`config.mk`:
```
export PLATFORM = sky130hd
export DESIGN_NAME = shake_msg_padder
export DESIGN_NICKNAME = d
export VERILOG_FILES = /design/src/rtl/shake_msg_padder.sv
export SDC_FILE = /design/constraint.sdc
export NUM_CORES = 2
export LEC_CHECK = 0
export CORE_AREA = 2 2 531 533
export CTS_CLUSTER_SIZE = 28
export DETAILED_ROUTE_END_ITERATION = 8
export DIE_AREA = 0 0 533 535
export DONT_BUFFER_PORTS = 1
export PLACE_DENSITY = 0.41
export SETUP_SLACK_MARGIN = 0.1
export SLEW_MARGIN = 10
export SYNTH_ARGS = -nofsm -noshare
export SYNTH_HDL_FRONTEND = slang
export SYNTH_SLANG_ARGS = --single-unit
```
`constraint.sdc`:
```
create_clock -name clk -period 3.6 [get_ports clk]
set_clock_uncertainty 0.2 [all_clocks]
set_input_delay 0.54 -clock clk [delete_from_list [all_inputs] [get_ports clk]]
set_output_delay 0.54 -clock clk [all_outputs]
set_load 0.02 [all_outputs]
```
`src/rtl/shake_msg_padder.sv`:
```
// Byte-stream front end for the SHAKE core: packs message bytes into RATE-bit
// blocks, applies SHAKE domain/0x80 padding and hands blocks over with valid/ready.
module shake_msg_padder #(
    parameter int         RATE   = 1344,
    parameter logic [7:0] DOMAIN = 8'h1F
) (
    input  logic            clk,
    input  logic            rst_n,
    input  logic            s_valid,
    input  logic [7:0]      s_data,
    input  logic            s_empty,
    input  logic            s_last,
    output logic            s_ready,
    output logic            blk_valid,
    output logic [RATE-1:0] blk_data,
    output logic            blk_last,
    input  logic            blk_ready,
    output logic            busy
);
    // Handshake rule on both sides: a transfer happens on a rising clk edge where
    // valid && ready; the sender holds data/last stable while valid is high and
    // ready is low, and ready never depends combinationally on valid.

    localparam int RB = RATE / 8;
    localparam int CW = $clog2(RB);
    localparam logic [CW-1:0] LAST_IDX = CW'(RB - 1);
    localparam logic [CW-1:0] PEN_IDX  = CW'(RB - 2);

    typedef enum logic {
        FILL = 1'b0,
        SEND = 1'b1
    } state_t;

    state_t               state, state_next;
    logic [CW-1:0]        cnt;
    logic                 pad_pend;
    logic [RB-1:0][7:0]   blk_bytes;
    logic                 accept;
    logic                 handshake;

    assign blk_data = blk_bytes;
    assign busy     = (state != FILL) || (cnt != '0);

    always_comb begin
        state_next = state;
        s_ready    = 1'b0;
        blk_valid  = 1'b0;
        accept     = 1'b0;
        handshake  = 1'b0;
        case (state)
            FILL: begin
                s_ready = 1'b1;
                accept  = s_valid;
                if (s_valid && (s_last || (!s_empty && cnt == LAST_IDX)))
                    state_next = SEND;
            end
            SEND: begin
                blk_valid = 1'b1;
                handshake = blk_ready;
                if (blk_ready && !pad_pend)
                    state_next = FILL;
            end
            default: state_next = FILL;
        endcase
    end

    always_ff @(posedge clk) begin
        if (!rst_n) begin
            state     <= FILL;
            cnt       <= '0;
            pad_pend  <= 1'b0;
            blk_bytes <= '0;
            blk_last  <= 1'b0;
        end else begin
            state <= state_next;
            if (accept) begin
                if (!s_empty) begin
                    blk_bytes[cnt] <= s_data;
                    if (!s_last) begin
                        if (cnt != LAST_IDX) cnt <= cnt + CW'(1);
                        else                 blk_last <= 1'b0;
                    end else if (cnt != LAST_IDX) begin
                        // Later assignment wins when DOMAIN itself lands in the final byte.
                        blk_bytes[cnt + CW'(1)] <= DOMAIN;
                        blk_bytes[RB-1] <= ((cnt == PEN_IDX) ? DOMAIN : 8'h00) | 8'h80;
                        blk_last <= 1'b1;
                    end else begin
                        // Message exactly filled the block: padding goes in an extra block.
                        blk_last <= 1'b0;
                        pad_pend <= 1'b1;
                    end
                end else if (s_last) begin
                    blk_bytes[cnt]  <= DOMAIN;
                    blk_bytes[RB-1] <= ((cnt == LAST_IDX) ? DOMAIN : 8'h00) | 8'h80;
                    blk_last        <= 1'b1;
                end
            end
            if (handshake) begin
                if (pad_pend) begin
                    blk_bytes       <= '0;
                    blk_bytes[0]    <= DOMAIN;
                    blk_bytes[RB-1] <= 8'h80;
                    pad_pend        <= 1'b0;
                    blk_last        <= 1'b1;
                end else begin
                    blk_bytes <= '0;
                    cnt       <= '0;
                    blk_last  <= 1'b0;
                end
            end
        end
    end

endmodule

```
## After elaboration in Yosys (flattened, before gate mapping)

Index checks and enable logic that the tools add are counted.

| operators by class | value |
|---|---|
| equality and inequality tests | 5 |
| reduce and logical (&&, ||, !) cells | 13 |
| multiplexer cells | 41 |
| add/subtract/negate cells | 1 |
| $lt $le $gt $ge | 4 |
| bitwise operators | 7 |

Operator list:

| kind | count |
|---|---|
| two-way mux 1344 bit | 7 |
| bitwise OR 835 bit | 2 |
| bitwise mux 1344 bit | 1 |
| bitwise AND 501 bit | 2 |
| inverter 501 bit | 2 |
| demux 8 bit (select 8 bit) | 2 |
| two-way mux 8 bit | 8 |
| two-way mux 1 bit | 20 |
| less-than comparator 8 x 9 -> 1 bit, second input constant | 2 |
| == test 8 bit, second input constant | 2 |
| greater-or-equal comparator 8 x 1 -> 1 bit, second input constant | 2 |
| two-way mux 5 bit | 2 |
| adder 8 x 1 -> 8 bit, second input constant | 1 |
| inequality test 8 bit, second input constant | 1 |
| nonzero test 8 bit | 1 |
| logical AND 1 bit | 5 |
| inequality test 3 x 1 -> 1 bit, second input constant | 1 |
| inequality test 3 bit, second input constant | 1 |
| AND reduction 3 bit | 1 |
| zero test 1 bit | 2 |
| logical OR 1 bit | 2 |
| one-hot mux 1 bit (2 select lines) | 1 |
| AND reduction 2 bit | 1 |
| nonzero test 2 bit | 1 |
| inverter 1 bit | 1 |

| word-level totals | value |
|---|---|
| output and inout port bits | 1,348 |
| logic and storage cells | 243 |
| register bits after elaboration | 1,355 |
| input bits | 14 |

## Longest topological paths before layout

| depth | value |
|---|---|
| depth in word-level cells | 12 |
| mapped depth | 11 |
| depth with buffers taken out | 7 |

## Least setup slack after synthesis

No wires, ideal clock.

| timing | value |
|---|---|
| kind | reg-to-reg |
| from | register cnt[1] |
| to | register blk_bytes, in the netlist blk_data[304] |
| required time | 3.251 ns |
| stages on the path, launching flop included | 11 |
| period minus slack after synthesis | 2.728 ns |
| slack | 0.872 ns |
| arrival | 2.379 ns |
| path through | dfxtp_1 > ha_1 > buf_2 > nand3b_1 > buf_2 > o211a_2 > nand2_1 > buf_2 > nor3_1 > o21ai_0 > a22oi_1 |

| between the ends | value |
|---|---|
| longest elaborated chain between the ends | 11 |
| elaborated cells on any way between the ends | 21 |
| classes of those cells | add/sub (1); order compare (4); eq/ne (1); mux (11); bitwise (2); reduce/logical (2) |

RTL lines:

| what | RTL line | source |
|---|---|---|
| start: declaration | 35 | `logic [CW-1:0] cnt;` |
| start signal: assignment | 80 | `if (cnt != LAST_IDX) cnt <= cnt + CW'(1);` |
| adder 8 x 1 -> 8 bit (tied with other cells) | 84 | `blk_bytes[cnt + CW'(1)] <= DOMAIN;` |
| less-than comparator 8 x 9 -> 1 bit (not written as such) (tied with other cells) | 84 |  |
| logical AND 1 bit (not written as such) or two-way mux 8 bit (tied branches) | 84, 78, 93 |  |
| two-way mux 8 bit (not written as such) or demux 8 bit (select 8 bit) (tied branches) | 84, 78, 93 |  |
| demux 8 bit (select 8 bit) or bitwise mux 1344 bit (tied branches) | 84, 78 |  |
| bitwise OR 835 bit (no source line) | - |  |
| two-way mux 1344 bit | 82 | `end else if (cnt != LAST_IDX) begin` |
| two-way mux 1344 bit | 79 | `if (!s_last) begin` |
| two-way mux 1344 bit (*) | 77 | `if (!s_empty) begin` |
| two-way mux 1344 bit (*) | 76 | `if (accept) begin` |
| two-way mux 1344 bit (*) | 98 | `if (handshake) begin` |
| end signal: indexed assignment | 78 | `blk_bytes[cnt] <= s_data;` |
| end signal: indexed assignment | 85 | `blk_bytes[RB-1] <= ((cnt == PEN_IDX) ? DOMAIN : 8'h00) \| 8'h80;` |
| end signal: indexed assignment | 94 | `blk_bytes[RB-1] <= ((cnt == LAST_IDX) ? DOMAIN : 8'h00) \| 8'h80;` |
| end: declaration | 37 | `logic [RB-1:0][7:0] blk_bytes;` |

Mark *: on every way between the ends. The rest lies on a longest branch, timed or not. The select of a mux whose other input is x is not followed.
A chain may end at the register's enable or synchronous reset.

## Final worst setup path

| timing | value |
|---|---|
| from | register cnt[3] |
| to | register blk_bytes, in the netlist blk_data[445] |

| between the ends | value |
|---|---|
| longest elaborated chain between the ends | 12 |
| elaborated cells on any way between the ends | 23 |
| classes of those cells | add/sub (1); order compare (4); eq/ne (1); mux (11); bitwise (4); reduce/logical (2) |

RTL lines:

| what | RTL line |
|---|---|
| adder 8 x 1 -> 8 bit | 84 |
| less-than comparator 8 x 9 -> 1 bit (not written as such) or greater-or-equal comparator 8 x 1 -> 1 bit (tied branches) | 84 |
| logical AND 1 bit (not written as such) | 84 |
| two-way mux 8 bit (not written as such) | 84 |
| demux 8 bit (select 8 bit) | 84 |
| inverter 501 bit (no source line) | - |
| bitwise AND 501 bit (no source line) | - |
| two-way mux 1344 bit | 82 |
| two-way mux 1344 bit | 79 |
| two-way mux 1344 bit (*) | 77 |
| two-way mux 1344 bit (*) | 76 |
| two-way mux 1344 bit (*) | 98 |

Marked as above.

==> results_dict.tcl <==
set metrics [dict create \
    hold-path-cell-count 2 \
    power_density_mw_per_mm2 517.8 \
    avgViaCountPerCell 5.171 \
    drv_slew 176 \
    fin_util_pct 23.41 \
    grt_setup_unrepaired "true" \
    drt_iter0_drc 4978 \
    cp-start-kind "flip-flop" \
    grt_usage_pct 23.61 \
    pin_count 1362 \
    crit_path_end_kind "flip-flop" \
    syn_to_final_growth_pct 26.51 \
    wl_per_cell_um 37.09 \
    die_w_um 533 \
    drv_cap 0 \
    fmax_mhz 286.2 \
    portBuffers 0 \
    leakagePower_nw 22.68 \
    finalHoldViolations 0 \
    cts_tree "done" \
    avgSynthCellArea_sq_um 9.231 \
    drtPass1Iterations 6 \
    synth-edff-count 0 \
    first_global_vias 47040 \
    async_flop_share_pct 0 \
    initial_core_util_pct 18.50 \
    crit_type "reg2reg" \
    period_share_pct 97.07 \
    core_area_sq_mm 0.2789 \
    routed_wl_mm 357.5 \
    placed_cell_area_sq_mm 0.05919 \
    syn_area_sq_mm 0.05160 \
    clk_pin_slew_worst_paths_ns 0.08 \
    cp.arrival_ns 4.01 \
    max_slew_margin_pct -33.06 \
    row_count 194 \
    drive_above_1_share_pct 16.79 \
    netlist_instances 5590 \
    violations "slew limit" \
    antenna_found_initial 33 \
    stdcell_area_sq_mm 0.06528 \
    grt_max_degree 321 \
    fin_cells 9637 \
    final_net_count 5782 \
    tightest_slew_ns 1.996 \
    cts.sinks 1355 \
    die_h_um 535 \
    ys_ff_latch 1355 \
    gr-total-overflow 0 \
    fin_crit_ns 3.494 \
    place_congestion 0.8814 \
    synth_ff_type "dfxtp_1" \
    htreeDepth 4 \
    ir_drop_v 0.0003095 \
    yosysWarnings 0 \
    ant_nets 0 \
    grt_pass1_wl_mm 462.1 \
    required_ns 4.11 \
    syn_nets 5609 \
    dpl.cell_count 9279 \
    drc 0 \
    clockBufferDepth 4 \
    crit_fanout 20 \
    fill_cells 30260 \
    hold_path_class "in2reg" \
    dieArea_sq_mm 0.2852 \
    synth.distinct_cells 74 \
    setup-violations-final 0 \
    cts-root-buf "clkbuf_16" \
    num_vias 49830 \
    status "finished, violations left" \
    dp_hpwl_mm 263.0 \
    numCtsBuffers 162 \
    reg2reg_depth 8 \
    clock_latency_ns 0.86 \
    ys_seq_area_share_pct 52.57 \
]
[cells in the mapped netlist, drive strengths merged (8+ instances only)]
| cell | number | share of area, % |
|---|---|---|
| a31oi | 11 | 0.13 |
| buf | 77 | 0.76 |
| a22oi | 355 | 5.2 |
| or3 | 9 | 0.11 |
| and2 | 80 | 0.97 |
| nor2b | 12 | 0.15 |
| and3 | 12 | 0.15 |
| a311oi | 18 | 0.31 |
| o211ai | 12 | 0.17 |
| nand2 | 972 | 7.1 |
| nor2 | 234 | 1.7 |
| inv | 12 | 0.087 |
| a21oi | 305 | 3.0 |
| o21ai | 430 | 4.2 |
| nor3 | 139 | 1.4 |
| o31ai | 367 | 5.8 |
| dfxtp | 1355 | 53 |
| nand3 | 26 | 0.25 |
| a32o | 60 | 1.2 |
| o2bb2ai | 198 | 3.4 |
| a221oi | 146 | 2.5 |
| nand2b | 9 | 0.11 |
| o221a | 62 | 1.4 |
| a211oi | 13 | 0.20 |
| o22ai | 8 | 0.097 |
| a31o | 10 | 0.17 |
| a22o | 174 | 3.0 |
| clkbuf | 422 | 3.1 |
[power by group]
| group | switching (mW) | leakage (nW) | internal, mW |
|---|---|---|---|
| sequential | 0.0596 | 10.9 | 15.0 |
| combinational | 1.39 | 9.17 | 0.429 |
| clock | 7.19 | 2.60 | 9.73 |
[critical path, cell delays in order, from the launching register on]
cell       delay, ns
dfxtp_1         0.43
buf_4           0.27
nand2_1         0.15
or4_4           0.66
and3_4          0.34
buf_12          0.21
o31ai_1         0.53
o21ai_0         0.29
o2bb2ai_1       0.21
[worst paths after layout]
check | from | end | slack, ns
max | cnt[3] | blk_data[445] | 0.11
min | s_data[6] | blk_data[958] | 0.09
max reg2reg | cnt[3] | blk_data[445] | 0.11
min reg2reg | cnt[6] | cnt[6] | 0.30
[per-stage QoR]
| step | power, mW | setup slack, ns | TNS, ns | hold WS, ns |
|---|---|---|---|---|
| floorplan | 16.22 | 0.8721 | 0 | 0.3230 |
| global placement | 17.12 | -0.06945 | -1.007 | 0.2662 |
| detailed placement | 17.13 | -0.1240 | -1.280 | 0.2813 |
| CTS | 34.06 | 0.05754 | 0 | 0.005406 |
| global route | 34.72 | -0.03219 | -0.05106 | 0.04242 |
| finish | 33.80 | 0.1056 | 0 | 0.08764 |
[state kept, by name, indices dropped and copies added, names as in the netlist]
register and cells:
blk_last 1, state 1, pad_pend 1, cnt 8
blk_data 1344
[area by class of cell]
class | count | area (sq um) | area share, %
repair buffers | 507 | 4851 | 7.431
well taps | 3724 | 4659 | 7.137
clock inverters | 55 | 690.7 | 1.058
clock buffers | 236 | 4634 | 7.099
flip-flops and latches | 1355 | 27130 | 41.56
diodes | 23 | 57.56 | 0.08816
multi-input cells | 3725 | 23210 | 35.56
inverters | 12 | 47.55 | 0.07283
[cell families after synthesis]
kind of cell	after synthesis	synth area share [%]
AO/OA/AOI/OAI	2198	31.00
AND/OR/NAND/NOR	1518	12.35
flip-flops	1355	52.57
buffers and inverters	511	3.916
XOR/XNOR	3	0.05093
adder cells (fa/ha/maj)	5	0.1212
[cell usage in the layout (no fill, tap or decap), types with 174 or more instances in the layout]
cell       Yosys  routed
o2bb2ai_1    198     198
o21ai_0      365     342
dfxtp_1     1355    1353
o31ai_1      326     316
a22o_1       174     174
nor2_1       233     218
nand2_1      970     935
buf_4          7     408
a22oi_1      355     355
a21oi_1      301     294
[routing by layer]
metal,wire length [um],vias to the layer above,GRT usage (%)
li1,-,21250,-
met1,136500,25200,27.63
met2,167100,2874,39.01
met3,39070,499,8.903
met4,14890,4,8.865
met5,18,-,0
[what timing repair did]
action	4_1_cts	5_1_grt
cloned	0	2
endpoints found under the setup margin	87	398
resized for setup	25	41
endpoints found under the hold margin	203	0
pin swaps	4	3
hold buffers	21	0
setup buffers	5	16
(Power assumes the default switching activity.)
